<file path="src/rtl/sisc_fetch_pkg.sv">
// rtl/sisc_fetch_pkg.sv - shared types and constants for the SISC fetch sequencer
package sisc_fetch_pkg;

    typedef enum logic [1:0] {
        ST_IDLE  = 2'd0,
        ST_ISSUE = 2'd1,
        ST_HOLD  = 2'd2,
        ST_HALT  = 2'd3
    } fetch_state_t;

    localparam logic [31:0] SISC_NOP     = 32'h0000_0000;
    localparam logic [3:0]  SISC_HALT_OP = 4'hF;

    // Opcode lives in the top OP_W bits of the instruction word
    localparam int OP_W = 4;

    function automatic int op_lsb(input int iw);
        return iw - OP_W;
    endfunction

endpackage

</file>
<file path="src/rtl/sisc_prog_mem.sv">
// rtl/sisc_prog_mem.sv - program store: one synchronous write port, one combinational read port
module sisc_prog_mem #(
    parameter int DEPTH = 64,
    parameter int IW    = 32,
    parameter int AW    = $clog2(DEPTH)
) (
    input  logic          clk,
    input  logic          we,
    input  logic [AW-1:0] waddr,
    input  logic [IW-1:0] wdata,
    input  logic [AW-1:0] raddr,
    output logic [IW-1:0] rdata
);

    logic [IW-1:0] mem [DEPTH];

    always_ff @(posedge clk) begin
        if (we) begin
            mem[waddr] <= wdata;
        end
    end

    assign rdata = mem[raddr];

endmodule

</file>
<file path="src/rtl/sisc_fetch.sv">
// rtl/sisc_fetch.sv - instruction fetch sequencer for the sisc core; SISC_FETCH_STEP_EN adds single-step inputs
module sisc_fetch
    import sisc_fetch_pkg::*;
#(
    parameter int         IW        = 32,
    parameter int         DEPTH     = 64,
    parameter int         AW        = $clog2(DEPTH),
    parameter int         ISSUE_CYC = 5,
    parameter logic [3:0] HALT_OP   = SISC_HALT_OP
) (
    input  logic          clk,
    input  logic          rst_f,
    input  logic          ld_we,
    input  logic [AW-1:0] ld_addr,
    input  logic [IW-1:0] ld_data,
    input  logic          start,
`ifdef SISC_FETCH_STEP_EN
    input  logic          step_mode,
    input  logic          step,
`endif
    output logic [IW-1:0] ir,
    output logic          ir_vld,
    output logic [AW-1:0] pc,
    output logic          busy,
    output logic          halted
);

    localparam int OP_LSB = op_lsb(IW);
    localparam int CW     = $clog2(ISSUE_CYC + 1);

    fetch_state_t  state, state_nxt;
    logic [CW-1:0] cnt;
    logic [AW-1:0] fetch_addr;
    logic [IW-1:0] rd_data;
    logic          mem_we;
    logic          step_on, step_ok;
    logic          single, hold_go, rd_is_halt, ir_is_halt;

`ifdef SISC_FETCH_STEP_EN
    assign step_on = step_mode;
    assign step_ok = step;
`else
    assign step_on = 1'b0;
    assign step_ok = 1'b0;
`endif

    // fetch_addr runs ahead of pc so pc always names the word on ir
    sisc_prog_mem #(.DEPTH(DEPTH), .IW(IW), .AW(AW)) u_mem (
        .clk   (clk),
        .we    (mem_we),
        .waddr (ld_addr),
        .wdata (ld_data),
        .raddr (fetch_addr),
        .rdata (rd_data)
    );

    assign rd_is_halt = (rd_data[IW-1:OP_LSB] == HALT_OP);
    assign ir_is_halt = (ir[IW-1:OP_LSB] == HALT_OP);
    assign single     = (ISSUE_CYC == 1) && !step_on;
    // Free-running leaves on the edge the counter hits 0; stepping waits at 0 for a pulse
    assign hold_go    = step_on ? ((cnt == '0) && step_ok) : (cnt <= CW'(1));

    always_ff @(posedge clk or negedge rst_f) begin
        if (!rst_f) begin
            state <= ST_IDLE;
        end else begin
            state <= state_nxt;
        end
    end

    always_comb begin
        state_nxt = state;
        case (state)
            ST_IDLE, ST_HALT: if (start) state_nxt = ST_ISSUE;
            ST_ISSUE: begin
                if (!single)        state_nxt = ST_HOLD;
                else if (rd_is_halt) state_nxt = ST_HALT;
            end
            ST_HOLD: if (hold_go) state_nxt = ir_is_halt ? ST_HALT : ST_ISSUE;
            default: state_nxt = ST_IDLE;
        endcase
    end

    always_comb begin
        busy   = (state == ST_ISSUE) || (state == ST_HOLD);
        halted = (state == ST_HALT);
        mem_we = ld_we && !busy;
    end

    always_ff @(posedge clk or negedge rst_f) begin
        if (!rst_f) begin
            ir         <= SISC_NOP[IW-1:0];
            ir_vld     <= 1'b0;
            pc         <= '0;
            fetch_addr <= '0;
            cnt        <= '0;
        end else begin
            case (state)
                ST_ISSUE: begin
                    ir     <= rd_data;
                    ir_vld <= 1'b1;
                    pc     <= fetch_addr;
                    cnt    <= CW'(ISSUE_CYC - 1);
                    if (single && !rd_is_halt) fetch_addr <= fetch_addr + 1'b1;
                end
                ST_HOLD: begin
                    ir_vld <= 1'b0;
                    if (cnt != '0) cnt <= cnt - 1'b1;
                    if (hold_go && !ir_is_halt) fetch_addr <= fetch_addr + 1'b1;
                end
                default: begin
                    ir_vld <= 1'b0;
                    if (start) begin
                        pc         <= '0;
                        fetch_addr <= '0;
                    end
                end
            endcase
        end
    end

endmodule

</file>
<file path="config.mk">
export PLATFORM = sky130hd
export DESIGN_NAME = sisc_fetch
export DESIGN_NICKNAME = d
export VERILOG_FILES = /design/src/rtl/sisc_fetch_pkg.sv /design/src/rtl/sisc_prog_mem.sv /design/src/rtl/sisc_fetch.sv
export SDC_FILE = /design/constraint.sdc
export NUM_CORES = 2
export LEC_CHECK = 0
export ABC_AREA = 1
export CAP_MARGIN = 15
export CORE_UTILIZATION = 40
export DETAILED_ROUTE_END_ITERATION = 16
export SYNTH_ARGS = -nofsm -noshare
export SYNTH_HDL_FRONTEND = slang
export SYNTH_SLANG_ARGS = --single-unit
</file>
<file path="constraint.sdc">
create_clock -name clk -period 4 [get_ports clk]
set_input_delay 0.8 -clock clk [delete_from_list [all_inputs] [get_ports clk]]
set_output_delay 0.8 -clock clk [all_outputs]
set_load 0.1 [all_outputs]
</file>
# Word level (Yosys, flattened, before mapping)

Memories as Yosys holds them, arrays and structs flattened. A register that Yosys moved wholly into a read port is not among the register bits.
Cells that the tools add are included.

Bits of input ports: 42
Register bits after elaboration: 18
Output and inout port bits: 41
Word-level logic and storage cells: 48
RAM bits: 2,048
Memories: 1

Memories:

| name      | words | width | rd ports | clocked after memory_dff | wr ports | line                | source |
|---|---|---|---|---|---|---|---|
| u_mem.mem | 64    | 32    | 1        | 1                        | 1        | sisc_prog_mem.sv:15 | `logic [IW-1:0] mem [DEPTH];` |

$add $sub $neg: 2
Eq/ne operators: 8
Multiplexer cells: 13
Reductions and logical operators: 16
Bitwise logic cells: 2
Magnitude comparators: 1

Operator list:

| kind                                                                              | count |
|---|---|
| 6-bit one-hot mux with 2 select lines                                             | 2 |
| 6-bit two-way mux                                                                 | 2 |
| 6-bit by 1-bit adder with 6-bit output (second input constant)                    | 1 |
| 2-bit two-way mux                                                                 | 3 |
| 2-bit one-hot mux with 3 select lines                                             | 1 |
| 3-bit one-hot mux with 2 select lines                                             | 1 |
| 2-bit AND reduction                                                               | 3 |
| 2-bit nonzero test                                                                | 3 |
| 2-bit equality test (second input constant)                                       | 2 |
| 4-bit equality test (second input constant)                                       | 1 |
| 2-bit by 1-bit != test with 1-bit output (second input constant)                  | 2 |
| 2-bit != test (second input constant)                                             | 2 |
| 3-bit by 1-bit less-or-equal comparator with 1-bit output (second input constant) | 1 |
| 1-bit logical NOT                                                                 | 3 |
| 1-bit two-way mux                                                                 | 3 |
| 3-bit two-way mux                                                                 | 1 |
| 3-bit AND reduction                                                               | 1 |
| 3-bit nonzero test                                                                | 1 |
| 3-bit by 1-bit subtractor with 3-bit output (second input constant)               | 1 |
| 2-bit by 1-bit equality test with 1-bit output (second input constant)            | 1 |
| 1-bit logical AND                                                                 | 2 |
| 2-bit logical NOT                                                                 | 1 |
| 1-bit NOT                                                                         | 2 |
| 2-bit OR reduction                                                                | 1 |
| 1-bit logical OR                                                                  | 1 |

# Depth between registers and ports, before layout

Depth after elaboration: 6
Mapped depth: 16
Mapped depth without buffers: 12

# Modules after synthesis

A second synthesis with hierarchy kept.

Cells, all modules: 6,995
Area total of the unflattened synthesis: 84,275.8 µm²

By module, submodules not included:

| module        | area an instance (µm²) | cells an instance | times used | sequential area each (µm²) |
|---|---|---|---|---|
| sisc_prog_mem | 82,097.5               | 6,737             | 1          | 61,499.0 |
| sisc_fetch    | 2,178.3                | 258               | 1          | 1,251.2 |

# Worst setup path before layout

Ideal clock, no wire load.

Path kind: in2reg
From: in ld_we
To: mem u_mem.mem[0][0] (enable)
Setup time: 421 ps
Path buffers: 0
Arrival: 2,640 ps
Required time: 3,579 ps
Stages on the path: 4
Path slack: 939 ps
Path through: nand2_1 -> inv_1 -> nand4_1 -> nor2_1

Cells in the longest elaborated chain, start to end: 3

Ends and longest elaborated chain:

| what                                    | line                | source |
|---|---|---|
| start: declaration                      | sisc_fetch.sv:13    | `input logic ld_we,` |
| 1-bit logical AND                       | sisc_fetch.sv:87    | `mem_we = ld_we && !busy;` |
| 1-bit two-way mux                       | sisc_prog_mem.sv:18 | `if (we) begin` |
| 1-bit two-way mux (implied by the code) | sisc_prog_mem.sv:19 | `mem[waddr] <= wdata;` |
| end: declaration                        | sisc_prog_mem.sv:15 |  |

No other way between the ends.

# Worst setup path after layout

From: reg ir[19] (read register of u_mem.mem)
To: out ir[19]

RTL lines:

| what               | line             | source |
|---|---|---|
| start: declaration | sisc_fetch.sv:21 | `output logic [IW-1:0] ir,` |

No word-level cell between the ends.

==> results.md <==
- Maxcap violations: 0
- Max stage delay cell, worst path: clkdlybuf4s50_1
- Chip height: 469 microns
- Slew HR: 16.8%
- TritonCTS clock tree: built
- Io pins: 83
- Buf+Inv Stages, Crit Path: 1
- DRC: 0
- Gr ovfl total: 0
- First-pass GRT wire length: 375000 microns
- H-tree depth: 4
- Lkg Pwr: 38.0 nW
- GPL Wtd Cong: 0.830
- CORE AREA: 217000 sq um
- Reg2reg end: ir[3]
- Critical path startpoint category: register
- Avg WL per Cell: 22.9 microns
- Die W: 469 microns
- Yosys warnings: 0
- Clock latency on the worst-skew pair: 0.88 ns
- Yosys reg bits: 2098
- Die area: 220000 sq um
- Setup crit end: ir[19]
- Clock skew: 0.0534 ns
- Gr usage total: 22.9%
- Initial antenna violation count: 15
- DRT Pass-1 Iters: 7
- R2R depth: 13
- Compound-Gate Fraction of Synth Area: 2.53%
- CP Max Fanout: 2
- Sequential-to-total area share from yosys stat: 71.9%
- Top Family by Delay on Critical Path: buffers and inverters
- Share of layout cells above drive strength 1: 8.18%
- Post-Syn Area: 87300 sq um
- Worst r2r src: fetch_addr[0]
- # rows: 171
- Final setup viols: 0
- Clk slew on worst S/H paths: 0.06 ns
- Vias in the first global route: 56492
- Worst path max stage delay: 1.21 ns
- Ratio of final minimum period to clock period: 86.2%
- Clk buf depth: 3
- RSZ-0062 raised after global routing: false
- Critical path startpoint: ir[19]
- Starting Density: 40.3%
- Syn_nets: 8081
- Mux share of post-synthesis cell area: 0%
- Stages on worst setup path: 1
- Worst vdd ir: 0.000621 V
- Fillers: 19576
- CP Capture Type: primary output
- Syn_area_per_cell: 10.9 sq um
- Post-Layout Cell Count: 11152
- Pwr/cell area: 620 nW/um^2
- Worst reg-to-reg setup slack: 0.87 ns
- Vias per inst: 5.27
- Largest family of logic cells by synthesized area: simple AND/OR/NAND/NOR gates
- Final hold violation count: 0
- Nets: 8165
- Routed Wire Length: 256000 microns
- Critical path data required time: 3.20 ns
- Achievable Freq: 290 MHz
- Yosys cell types: 23
- Post-synth top area share: 70.4%
- Total number of vias: 58740
- Leading area contributor after synthesis: edfxtp_1
- Area growth, synth to finish: 13.7%
- Worst hold path class: input port to register
- Crit path cell chain: clkdlybuf4s50_1
- Worst-margin pin slew: 1.25 ns
- Final Critical Period: 3.45 ns
- Post-DP HPWL: 140000 microns
- Setup CP Type: register to primary output
- Cells after DPL: 10754
- Largest cells by area after synthesis: edfxtp_1 70%, nand2_1 12%, nand3_1 4.9%, nor2_1 3.6%, inv_1 2.5%
- Sink Count: 2098
- Largest net degree at the start of global routing: 167
- Outcome: complete, no violations
- Cts bufs inserted: 211
- CTS Root Cell: clkbuf_16
- Iter 0 DRT Violations: 6951
- Synth Area in Simple Gates: 20.5%
- Final Max Slew Viols: 0
- Data arrival, critical path: 2.65 ns
- IO Port Bufs: 82
- Synth Instances: 8032
- XOR/XNOR share of the synthesized area: 0.0301%
- Setup TNS: 0 ns
- Synth Area in Adders: 0.100%
- Remaining antenna violation count: 0
layout make-up:
type | count | area [sq um] | share of cell area (%)
inverter | 575 | 2200 | 2.21
clock buffer | 271 | 5650 | 5.69
multi-input combinational | 4915 | 20700 | 20.9
antenna | 5 | 12.5 | 0.0126
timing repair buffer | 315 | 3270 | 3.29
clock inverter | 119 | 1080 | 1.08
sequential | 2098 | 62800 | 63.2
tap | 2854 | 3570 | 3.60
through the flow:
| step | total power, mW | cell area [sq um] | setup WS, ns | hold slack (ns) | utilization [%] |
|---|---|---|---|---|---|
| after detailed placement | 42.6 | 92500 | 0.840 | 0.467 | 42.6 |
| after global routing | 64.4 | 99300 | 0.545 | 0.297 | 45.8 |
| final | 61.6 | 99300 | 0.553 | 0.331 | 45.8 |
| after floorplan | 37.2 | 87300 | 0.939 | 0.457 | - |
| after CTS | 61.8 | 99200 | 0.498 | 0.284 | 45.7 |
| after global placement | 42.5 | 92500 | 0.791 | 0.470 | 42.6 |
worst reg2reg max path: stages, from the launching register on:
cell and delay, ns:
dfrtp_4 0.76, inv_16 0.46, buf_12 0.35, buf_12 0.31, nand2_1 0.10, nand2_1 0.06, nand2_1 0.05, nand3_1 0.11
nand3_1 0.10, nand2_1 0.15, nand3_1 0.28, nand2_1 0.17, nand2_1 0.09, nand2_1 0.08
cells in the final DEF (no fill, tap or decap), types with 2 or more instances in the layout:
| master | instances |
|---|---|
| buf_2 | 33 |
| dfrtp_4 | 4 |
| xor2_1 | 2 |
| diode_2 | 5 |
| inv_6 | 6 |
| bufinv_16 | 11 |
| inv_1 | 567 |
| clkinv_16 | 5 |
| inv_16 | 5 |
| a21oi_1 | 132 |
| clkinv_8 | 3 |
| clkdlybuf4s50_1 | 44 |
| clkinv_4 | 3 |
| clkbuf_1 | 46 |
| clkbuf_16 | 211 |
| clkinvlp_4 | 8 |
| o31ai_1 | 3 |
| buf_12 | 70 |
| nor2_4 | 64 |
| dfrtp_1 | 45 |
| clkbuf_8 | 14 |
| or2_2 | 32 |
| nand3_1 | 848 |
| clkinv_2 | 38 |
| o21ai_0 | 305 |
| clkinv_1 | 47 |
| nand4_1 | 10 |
| buf_4 | 167 |
| nand2_1 | 2747 |
| ha_1 | 6 |
| edfxtp_1 | 2048 |
| nor2_1 | 762 |
synth_stat cells (all sizes together):
library cell and number:
nand2 2748, edfxtp 2048, nand3 848, nor2 826, inv 573, o21ai 305, buf 278, clkbuf 166
a21oi 132, dfrtp 50, or2 32, nand4 10, ha 7, o31ai 3, clkinv 2, xor2 2
nor3 1, xnor2 1
power breakdown:
| part | internal, mW | switching [mW] | leakage [nW] |
|---|---|---|---|
| sequential | 24.5 | 0.444 | 19.0 |
| combinational | 4.63 | 12.8 | 15.7 |
| clock | 10.7 | 8.54 | 3.27 |
metal layers:
layer / GRT usage, % / up-vias / part of all wire, %
met5: 0 / - / 0
met4: 9.40 / 0 / 4.1
met3: 3.28 / 441 / 8.1
met2: 37.0 / 2541 / 47
met1: 31.1 / 28835 / 41
li1: - / 26923 / -
registers in the layout, summed over array words and instances (netlist names):
signal      flops
u_mem.mem    2048
ir             32
fetch_addr      6
pc              6
cnt             3
state           2
ir_vld          1
cell families after synthesis:
| family | count (synthesis) |
|---|---|
| and+or+nand+nor | 4465 |
| DFF | 2098 |
| buffers and inverters | 1019 |
| AOI/OAI and AO/OA | 440 |
| adders and majority gates | 7 |
| xor gates and xnor gates | 3 |
worst min path at each step:
| stage | start | endpoint | slack, ns | cells after the start |
|---|---|---|---|---|
| finish | ld_data[29] | u_mem.mem[20][29] | 0.33 | 1 |
| global route | ld_data[29] | u_mem.mem[20][29] | 0.30 | 1 |
| CTS | ld_data[19] | u_mem.mem[4][19] | 0.28 | 1 |
| detailed placement | ir[17] | ir[17] | 0.47 | 2 |
| global placement | ir[17] | ir[17] | 0.47 | 2 |
| floorplan | cnt[2] | cnt[2] | 0.46 | 1 |
repair_timing:
action / CTS / global route
endpoints found under the hold margin: 50 / 0
hold buffers: 1 / 0
setup buffers: 0 / 0
gates resized for setup: 0 / 0
Power figures use the tool's default switching activity.
